File: config.mk
export PLATFORM = sky130hd
export DESIGN_NAME = i2c_master_bitctl
export DESIGN_NICKNAME = d
export VERILOG_FILES = /design/src/rtl/i2c_master_bitctl.sv
export SDC_FILE = /design/constraint.sdc
export NUM_CORES = 1
export LEC_CHECK = 0
export CAP_MARGIN = 25
export CORE_MARGIN = 4
export CORE_UTILIZATION = 30
export CTS_BUF_LIST = sky130_fd_sc_hd__clkbuf_4 sky130_fd_sc_hd__clkbuf_8 sky130_fd_sc_hd__clkbuf_16
export DETAILED_ROUTE_END_ITERATION = 8
export MAX_ROUTING_LAYER = met4
export PLACE_DENSITY_LB_ADDON = 0.25
export SETUP_SLACK_MARGIN = 0.15
export SYNTH_ARGS = -nofsm -noshare
export SYNTH_HDL_FRONTEND = slang
export SYNTH_SLANG_ARGS = --single-unit
File: constraint.sdc
create_clock -name clkin -period 1.9 [get_ports clkin]
set_input_delay 0.38 -clock clkin [delete_from_list [all_inputs] [get_ports clkin]]
set_output_delay 0.38 -clock clkin [all_outputs]
set_load 0.01 [all_outputs]
File: src/rtl/i2c_master_bitctl.sv
// rtl/i2c_master_bitctl.sv - I2C master bit/byte controller producing open-drain SCL/SDA waveforms (optional macro: I2C_CLK_STRETCH_EN)
module i2c_master_bitctl #(
    parameter int BIT_PHASES = 20
) (
    input  logic       clkin,
    input  logic       rst,
    input  logic       tick,
    input  logic       cmd_valid,
    output logic       cmd_ready,
    input  logic [1:0] cmd,
    input  logic [7:0] tx_data,
    input  logic       tx_ack,
    output logic       done,
    output logic       err,
    output logic [7:0] rx_data,
    output logic       ack_out,
    output logic       bus_busy,
    input  logic       scl_in,
    input  logic       sda_in,
    output logic       scl_oe,
    output logic       sda_oe
);

    localparam int PW = $clog2(BIT_PHASES);
    localparam logic [PW-1:0] PH_Q1   = PW'(BIT_PHASES / 4);
    localparam logic [PW-1:0] PH_Q3   = PW'(BIT_PHASES - BIT_PHASES / 4);
    localparam logic [PW-1:0] PH_SMP  = PW'(BIT_PHASES / 2 - 1);
    localparam logic [PW-1:0] PH_LAST = PW'(BIT_PHASES - 1);

    localparam logic [1:0] CMD_START = 2'b00;
    localparam logic [1:0] CMD_STOP  = 2'b01;
    localparam logic [1:0] CMD_WRITE = 2'b10;
    localparam logic [1:0] CMD_READ  = 2'b11;

    typedef enum logic [2:0] {
        S_IDLE,
        S_START,
        S_STOP,
        S_XFER,
        S_DONE
    } state_t;

    state_t        state_q, state_d;
    logic [PW-1:0] phase_q, phase_d;
    logic [3:0]    slot_q, slot_d;
    logic [1:0]    cmd_q, cmd_d;
    logic [7:0]    tx_q, tx_d;
    logic          tx_ack_q, tx_ack_d;
    logic [7:0]    rx_sh_q, rx_sh_d;
    logic [7:0]    rx_data_q, rx_data_d;
    logic          ack_q, ack_d;
    logic          busy_q, busy_d;
    logic          hold_q, hold_d;
    logic          err_q, err_d;
    logic          adv;

`ifndef I2C_CLK_STRETCH_EN
    logic unused_scl_in;
    assign unused_scl_in = scl_in;
`endif

    assign cmd_ready = (state_q == S_IDLE);
    assign done      = (state_q == S_DONE);
    assign err       = (state_q == S_DONE) && err_q;
    assign rx_data   = rx_data_q;
    assign ack_out   = ack_q;
    assign bus_busy  = busy_q;

    // State and datapath registers; async reset releases both lines at once
    always_ff @(posedge clkin or posedge rst) begin
        if (rst) begin
            state_q   <= S_IDLE;
            phase_q   <= '0;
            slot_q    <= '0;
            cmd_q     <= CMD_START;
            tx_q      <= '0;
            tx_ack_q  <= 1'b0;
            rx_sh_q   <= '0;
            rx_data_q <= '0;
            ack_q     <= 1'b1;
            busy_q    <= 1'b0;
            hold_q    <= 1'b0;
            err_q     <= 1'b0;
        end else begin
            state_q   <= state_d;
            phase_q   <= phase_d;
            slot_q    <= slot_d;
            cmd_q     <= cmd_d;
            tx_q      <= tx_d;
            tx_ack_q  <= tx_ack_d;
            rx_sh_q   <= rx_sh_d;
            rx_data_q <= rx_data_d;
            ack_q     <= ack_d;
            busy_q    <= busy_d;
            hold_q    <= hold_d;
            err_q     <= err_d;
        end
    end

    // Line drive decode per phase, then phase/slot sequencing and command handling
    always_comb begin
        state_d   = state_q;
        phase_d   = phase_q;
        slot_d    = slot_q;
        cmd_d     = cmd_q;
        tx_d      = tx_q;
        tx_ack_d  = tx_ack_q;
        rx_sh_d   = rx_sh_q;
        rx_data_d = rx_data_q;
        ack_d     = ack_q;
        busy_d    = busy_q;
        hold_d    = hold_q;
        err_d     = err_q;
        scl_oe    = 1'b0;
        sda_oe    = 1'b0;
        adv       = 1'b0;

        case (state_q)
            S_START: begin
                if (phase_q < PH_Q1) begin
                    scl_oe = busy_q;
                end else if (phase_q >= PH_Q3) begin
                    sda_oe = 1'b1;
                end
            end
            S_STOP: begin
                if (phase_q < PH_Q1) begin
                    scl_oe = 1'b1;
                    sda_oe = 1'b1;
                end else if (phase_q < PH_Q3) begin
                    sda_oe = 1'b1;
                end
            end
            S_XFER: begin
                scl_oe = (phase_q < PH_Q1) || (phase_q >= PH_Q3);
                if (slot_q == 4'd8) begin
                    sda_oe = (cmd_q == CMD_READ) && tx_ack_q;
                end else begin
                    sda_oe = (cmd_q == CMD_WRITE) && !tx_q[7];
                end
            end
            default: begin
                scl_oe = hold_q;
            end
        endcase

        // A slave holding SCL low while we release it freezes the phase counter
`ifdef I2C_CLK_STRETCH_EN
        adv = tick && !((phase_q >= PH_Q1) && (phase_q < PH_Q3) && !scl_in && !scl_oe);
`else
        adv = tick;
`endif

        case (state_q)
            S_IDLE: begin
                if (cmd_valid) begin
                    cmd_d    = cmd;
                    tx_d     = tx_data;
                    tx_ack_d = tx_ack;
                    phase_d  = '0;
                    slot_d   = '0;
                    rx_sh_d  = '0;
                    err_d    = (cmd != CMD_START) && !busy_q;
                    if ((cmd != CMD_START) && !busy_q) begin
                        state_d = S_DONE;
                    end else if (cmd == CMD_START) begin
                        state_d = S_START;
                    end else if (cmd == CMD_STOP) begin
                        state_d = S_STOP;
                    end else begin
                        state_d = S_XFER;
                    end
                end
            end
            S_START, S_STOP: begin
                if (adv) begin
                    if (phase_q == PH_LAST) begin
                        phase_d = '0;
                        state_d = S_DONE;
                        busy_d  = (state_q == S_START);
                        hold_d  = (state_q == S_START);
                    end else begin
                        phase_d = phase_q + PW'(1);
                    end
                end
            end
            S_XFER: begin
                if (adv) begin
                    if (phase_q == PH_SMP) begin
                        if (slot_q == 4'd8) begin
                            if (cmd_q == CMD_WRITE) begin
                                ack_d = sda_in;
                            end
                        end else if (cmd_q == CMD_READ) begin
                            rx_sh_d = {rx_sh_q[6:0], sda_in};
                        end
                    end
                    if (phase_q == PH_LAST) begin
                        phase_d = '0;
                        if (slot_q == 4'd8) begin
                            state_d = S_DONE;
                            hold_d  = 1'b1;
                            if (cmd_q == CMD_READ) begin
                                rx_data_d = rx_sh_q;
                            end
                        end else begin
                            slot_d = slot_q + 4'd1;
                            tx_d   = {tx_q[6:0], 1'b0};
                        end
                    end else begin
                        phase_d = phase_q + PW'(1);
                    end
                end
            end
            default: begin
                state_d = S_IDLE;
            end
        endcase
    end

endmodule

==> results.py, run 1 <==
metrics = {
    "floorplanning": {
        "fp.dieW_um": 94.6,
        "die-area_mm2": 0.00896,
        "rows": 31,
        "die_height_um": 94.6,
        "initial_core_util": 0.309,
        "pin_count": 32,
        "coreArea_mm2": 0.00729,
    },
    "timing": {
        "setup_viol": 2,
        "fin_setup_tns_ps": -503,
        "drv_slew": 0,
        "fmax_mhz": 453,
        "setup_slack_ps": -310,
        "slew_headroom": 0.764,
        "rsz0062_at_grt": "yes",
        "worstMarginPinSlew_ps": 353,
        "skew_ps": 6.43,
        "finalCriticalPeriod_ps": 2210,
        "period_share": 1.16,
        "hold_viol": 0,
    },
    "routing": {
        "wl_met1_um": 2920,
        "drtAntennaViolNets": 0,
        "first_iter_violations": 36,
        "dr_wl_met3_um": 154,
        "routedWlPerCell_um": 14.6,
        "dr.pass1.iters": 4,
        "drc_errors": 0,
        "dr_wl_met2_um": 2740,
        "vias": 1868,
        "highest_layer": "met3",
        "drt-total-wl_um": 5810,
        "viasPerCell": 4.69,
    },
    "placement": {
        "placed_cell_area_mm2": 0.00306,
        "placed_cells": 377,
        "hpwl_um": 3830,
        "numPortBuffers": 30,
        "place_congestion": 0.794,
    },
    "final_layout": {
        "fin_cells": 398,
        "fin_nets": 320,
        "drive_above_1_share": 0.455,
        "mostFrequentLayoutCell": "dfrtp_1",
        "area_growth_pct": 60.7,
        "final_cell_mix": "dfrtp_1, buf_4, nand2_1",
        "n_antenna_cell": 0,
        "n_fill_cell": 690,
        "final_area_mm2": 0.00362,
    },
    "job": {
        "max-cap-violations": 0,
    },
    "clock_tree": {
        "clkSinkCount": 43,
        "holdBufCountCts": 0,
        "cts_buffer_depth": 2,
        "path_clk_slew_ps": 90,
        "cts_htree_levels": 2,
        "clkLatencyLatePin_ps": 290,
        "tritoncts": "done",
        "cts_buffers": 5,
        "cts_root_buffer": "clkbuf_8",
    },
    "yosys": {
        "synth_area_leaders": "dfrtp_1, mux2_2, nand2_1, ha_1, nor2b_1",
        "synth_area_mm2": 0.00225,
        "post_synth.cell_area_avg_um2": 10.8,
        "synth_cell_types": 44,
        "synth_area_leader_cell": "dfrtp_1",
        "synth-seq-cells": 43,
        "seq_area_frac_synth": 0.478,
        "syn_nets": 231,
        "ys_warn_count": 0,
        "ys_async_sr_fraction": 1.00,
        "synth_ff_type": "dfrtp_1",
        "synth_top_area_frac": 0.467,
        "synth_edf_count": 0,
        "postSynthCellCount": 209,
    },
    "pwr": {
        "seq_power_share": 0.294,
        "switching_share": 0.348,
        "ir_drop_v": 0.000396,
        "p_per_area_mw_per_mm2": 1180,
        "p_comb_frac": 0.538,
        "leakagePower_nw": 1.65,
        "p_switching_mw": 1.49,
        "p_int_mw": 2.79,
        "p_clk_frac": 0.169,
    },
    "global_routing": {
        "grt_pass1_wl_um": 10000,
        "grt_overflow_total": 0,
        "grt_usage": 0.145,
        "antenna_found_initial": 0,
        "first_global_vias": 2037,
        "grt_max_degree": 44,
    },
    "critical_path": {
        "cp_max_fo": 2,
        "endpoint_kind": "output pin",
        "required_ps": 1520,
        "critical_path_arrival_ps": 1830,
        "path_class": "register to output pin",
        "rrSetupSlack_ps": 10,
        "start_kind": "register",
    },
    "min_path": {
        "hold_class": "input port to async pin",
    },
    "status": {
        "violations": "negative setup slack",
        "status": "finished with violations",
    },
}
worst max-delay path, cell delays in order, from the launching register on:
cell and delay (ps):
dfrtp_1 390, ha_2 190, and3_4 180, ha_4 160, o31ai_4 170, a21oi_2 70, mux2_4 260, buf_6 120
power groups by stage:
stage	Sequential [mW]	Clock, mW	Combinational, mW
finish	1.25	0.721	2.30
global route	1.28	0.786	2.47
CTS	1.25	0.740	2.14
detailed placement	1.27	0	1.62
global placement	1.26	0	1.59
floorplan	1.28	0	0.850
layout make-up:
| cell class | instances | area (µm²) | area share |
|---|---|---|---|
| clock buffer | 5 | 68.8 | 0.0190 |
| sequential | 43 | 1080 | 0.298 |
| timing repair buffer | 89 | 892 | 0.247 |
| multi-input combinational | 152 | 1390 | 0.383 |
| inverter | 7 | 26.3 | 0.00726 |
| clock inverter | 3 | 43.8 | 0.0121 |
| tap | 99 | 124 | 0.0342 |
through the flow:
stage	hold WS, ps	util	worst slack, ps	total power [mW]
floorplan	471	-	62.1	2.13
global placement	491	0.419	-357	2.85
detailed placement	492	0.419	-390	2.89
CTS	452	0.484	-332	4.13
global route	461	0.496	-409	4.54
finish	448	0.496	-310	4.27
registers in the layout (all words and copies together) (netlist names):
register / count
state_q: 3
bus_busy: 1
ack_out: 1
tx_q: 8
rx_data: 8
hold_q: 1
tx_ack_q: 1
cmd_q: 2
phase_q: 5
slot_q: 4
err_q: 1
rx_sh_q: 8
per-layer routing:
metal	vias to the layer above	global-route usage
li1	921	-
met1	919	0.202
met2	28	0.227
met3	0	0.0247
met4	0	0.0180
met5	-	-
timing repair:
| item | in CTS | in global routing |
|---|---|---|
| gates cloned | 2 | 0 |
| endpoints found under the setup margin | 38 | 43 |
| resized for setup | 81 | 22 |
| setup buffers | 10 | 1 |
| pin swaps | 14 | 4 |
cells by family after synthesis:
group,synth area share
multiplexers,0.158
buffers and inverters,0.0261
XOR/XNOR,0.00389
flip-flops,0.478
AO/OA/AOI/OAI,0.0861
AND/OR/NAND/NOR,0.219
adder cells (fa/ha/maj),0.0278
cell usage after synthesis (3+ instances only):
cell      count
clkbuf_1      4
o21ai_0       9
nand2_1      31
nand3_1       6
inv_1         7
a21oi_1       5
ha_1          5
and3_1        4
dfrtp_1      42
mux2i_1       3
nor2_1        9
nor3_1        4
mux2_2       29
nand2b_1      3
nor2b_1       8
o31ai_1       4
final timing paths:
check / start / to / cells after the start
setup / recovery: phase_q[0]$_DFFE_PP0P_ / scl_oe / 7
hold / removal: rst / rx_data[0]$_DFFE_PP0P_ / 3
setup reg to reg: state_q[1]$_DFFE_PP0P_ / rx_sh_q[6]$_DFFE_PP0P_ / 8
hold reg to reg: err_q$_DFFE_PP0P_ / err_q$_DFFE_PP0P_ / 1
max in group asynchronous: rst / ack_out$_DFFE_PP1P_ / 3
min in group clkin: err_q$_DFFE_PP0P_ / err_q$_DFFE_PP0P_ / 1
Power figures use the tool's default switching activity.
==> run 2: changes to the inputs <==
==> constraint.sdc (replaced) <==
create_clock -name clkin -period 2.4 [get_ports clkin]
set_input_delay 0.48 -clock clkin [delete_from_list [all_inputs] [get_ports clkin]]
set_output_delay 0.48 -clock clkin [all_outputs]
set_load 0.01 [all_outputs]
==> results.py, run 2 (synthesis gave the netlist of run 1 again) <==
metrics = {
    "clock_tree": {
        "tritoncts": "done",
        "holdBufCountCts": 0,
        "cts_buffers": 5,
        "clkLatencyLatePin_ps": 290,
        "cts_buffer_depth": 2,
        "clkSinkCount": 43,
        "path_clk_slew_ps": 80,
        "cts_htree_levels": 2,
        "cts_root_buffer": "clkbuf_8",
    },
    "critical_path": {
        "critPathBufInv": 1,
        "critical_path_arrival_ps": 1820,
        "rr_worst_depth": 7,
        "cp_max_fo": 2,
        "timing.rr.end": "tx_q[2]$_DFFE_PP0P_",
        "path_class": "register to output pin",
        "critPathMaxStageDelay_ps": 390,
        "endpoint_kind": "output pin",
        "start_kind": "register",
        "rrSetupSlack_ps": 320,
        "r2r_start": "phase_q[0]$_DFFE_PP0P_",
        "critPathSlowestCell": "dfrtp_1",
        "crit_start": "phase_q[0]$_DFFE_PP0P_",
        "crit_chain": "ha_2 -> and3_4 -> ha_4 -> o31ai_4 -> a21oi_1 -> mux2_4 -> buf_6",
        "required_ps": 1920,
        "crit_family": "flip-flops",
    },
    "final_layout": {
        "fin_nets": 286,
        "area_growth_pct": 34.2,
        "n_fill_cell": 738,
        "final_cell_mix": "dfrtp_1, nand2_1, mux2_2",
        "drive_above_1_share": 0.321,
        "fin_util": 0.415,
        "n_antenna_cell": 0,
        "mostFrequentLayoutCell": "dfrtp_1",
    },
    "global_routing": {
        "grt_usage": 0.122,
        "first_global_vias": 1733,
        "grt_pass1_wl_um": 8420,
        "grt_overflow_total": 0,
        "grt_max_degree": 44,
        "antenna_found_initial": 0,
    },
    "routing": {
        "drtAntennaViolNets": 0,
        "routedWlPerCell_um": 13.4,
        "first_iter_violations": 103,
        "vias": 1722,
        "drt-total-wl_um": 4880,
        "dr.pass1.iters": 4,
        "viasPerCell": 4.73,
        "drc_errors": 0,
    },
    "timing": {
        "skew_ps": 3.20,
        "worstMarginPinSlew_ps": 550,
        "rsz0062_at_grt": "yes",
        "hold_viol": 0,
        "slew_headroom": 0.633,
        "timing.hold.ws_ps": 509,
        "fmax_mhz": 434,
        "setup_viol": 0,
        "finalCriticalPeriod_ps": 2300,
        "period_share": 0.960,
        "drv_slew": 0,
    },
    "pwr": {
        "p_per_area_mw_per_mm2": 900,
        "p_clk_frac": 0.220,
        "seq_power_share": 0.374,
        "leakagePower_nw": 1.38,
        "p_int_mw": 1.78,
        "switching_share": 0.347,
        "p_switching_mw": 0.944,
        "ir_drop_v": 0.000287,
        "p_comb_frac": 0.407,
    },
    "min_path": {
        "min_path_cells": 1,
        "hold_start": "tx_q[1]$_DFFE_PP0P_",
        "whs_endpoint": "tx_q[1]$_DFFE_PP0P_",
        "hold_class": "register to register",
    },
    "floorplanning": {
        "die_height_um": 94.6,
        "fp.dieW_um": 94.6,
        "pin_count": 32,
        "coreArea_mm2": 0.00729,
        "initial_core_util": 0.309,
        "rows": 31,
        "die-area_mm2": 0.00896,
    },
    "placement": {
        "place_congestion": 0.742,
        "hpwl_um": 3470,
        "numPortBuffers": 30,
    },
    "job": {
        "max-cap-violations": 0,
    },
    "status": {
        "status": "finished, final reports clean",
    },
}
run 2: cell count changes in the layout (fill, tap and decap cells not counted), sizes merged:
cell / before / now
buf: 62 / 27
clkbuf: 7 / 6
clkdlybuf4s50: 23 / 26
clkinv: 2 / 0
dlygate4sd2: 1 / 0
dlymetal6s2s: 1 / 2
inv: 7 / 8
run 2: metrics by stage:
stage / instances / cell area, µm² / power, mW / TNS, ps / setup WS, ps
2_1_floorplan: 209 / 2250 / 1.68 / 0 / 341
3_3_place_gp: 352 / 2810 / 2.06 / -54.6 / -54.6
3_5_place_dp: 352 / 2810 / 2.09 / -94.3 / -94.3
4_1_cts: 364 / 3000 / 2.75 / 0 / 82.4
5_1_grt: 364 / 3020 / 2.93 / 0 / 14.2
6_report: 364 / 3020 / 2.72 / 0 / 96.6
run 2: cell type report:
cell class | instances | area (µm²) | area share
multi-input combinational | 152 | 1170 | 0.387
sequential | 43 | 1080 | 0.357
timing repair buffer | 55 | 502 | 0.166
tap | 99 | 124 | 0.0410
clock buffer | 6 | 82.6 | 0.0273
clock inverter | 2 | 38.8 | 0.0128
inverter | 7 | 26.3 | 0.00869
run 2: worst max path at each step:
stage          endpoint  slack (ps)  cells after the start
2_1_floorplan    scl_oe         340                      6
3_3_place_gp     scl_oe         -50                      7
3_5_place_dp     scl_oe         -90                      7
4_1_cts          scl_oe          80                      7
5_1_grt          scl_oe          10                      7
6_report         scl_oe         100                      7
run 2: repair_timing:
item,in CTS,in global routing
gates resized for setup,20,7
pin swaps,7,4
setup buffers,4,0
endpoints found under the setup margin,3,5
run 2: worst register-to-register path, delay by kind of cell (launching register included):
| kind | cells | cell delay (ps) |
|---|---|---|
| AO/OA/AOI/OAI | 1 | 390 |
| buffers and inverters | 2 | 200 |
| adder cells (fa/ha/maj) | 1 | 180 |
| multiplexers | 1 | 390 |
| flip-flops | 1 | 360 |
| AND/OR/NAND/NOR | 2 | 450 |
run 2: power groups by stage:
stage          registers (mW)  logic (mW)  clock network, mW
6_report                 1.02        1.11              0.598
5_1_grt                  1.04        1.23              0.654
4_1_cts                  1.01        1.12              0.621
3_5_place_dp             1.03        1.06                  0
3_3_place_gp             1.02        1.04                  0
2_1_floorplan            1.02       0.661                  0
run 2: layer usage:
layer | part of all wire | global-route usage
met1 | 0.50 | 0.172
met2 | 0.46 | 0.180
met3 | 0.036 | 0.0279
met4 | 0.0070 | 0.0216
met5 | 0 | -
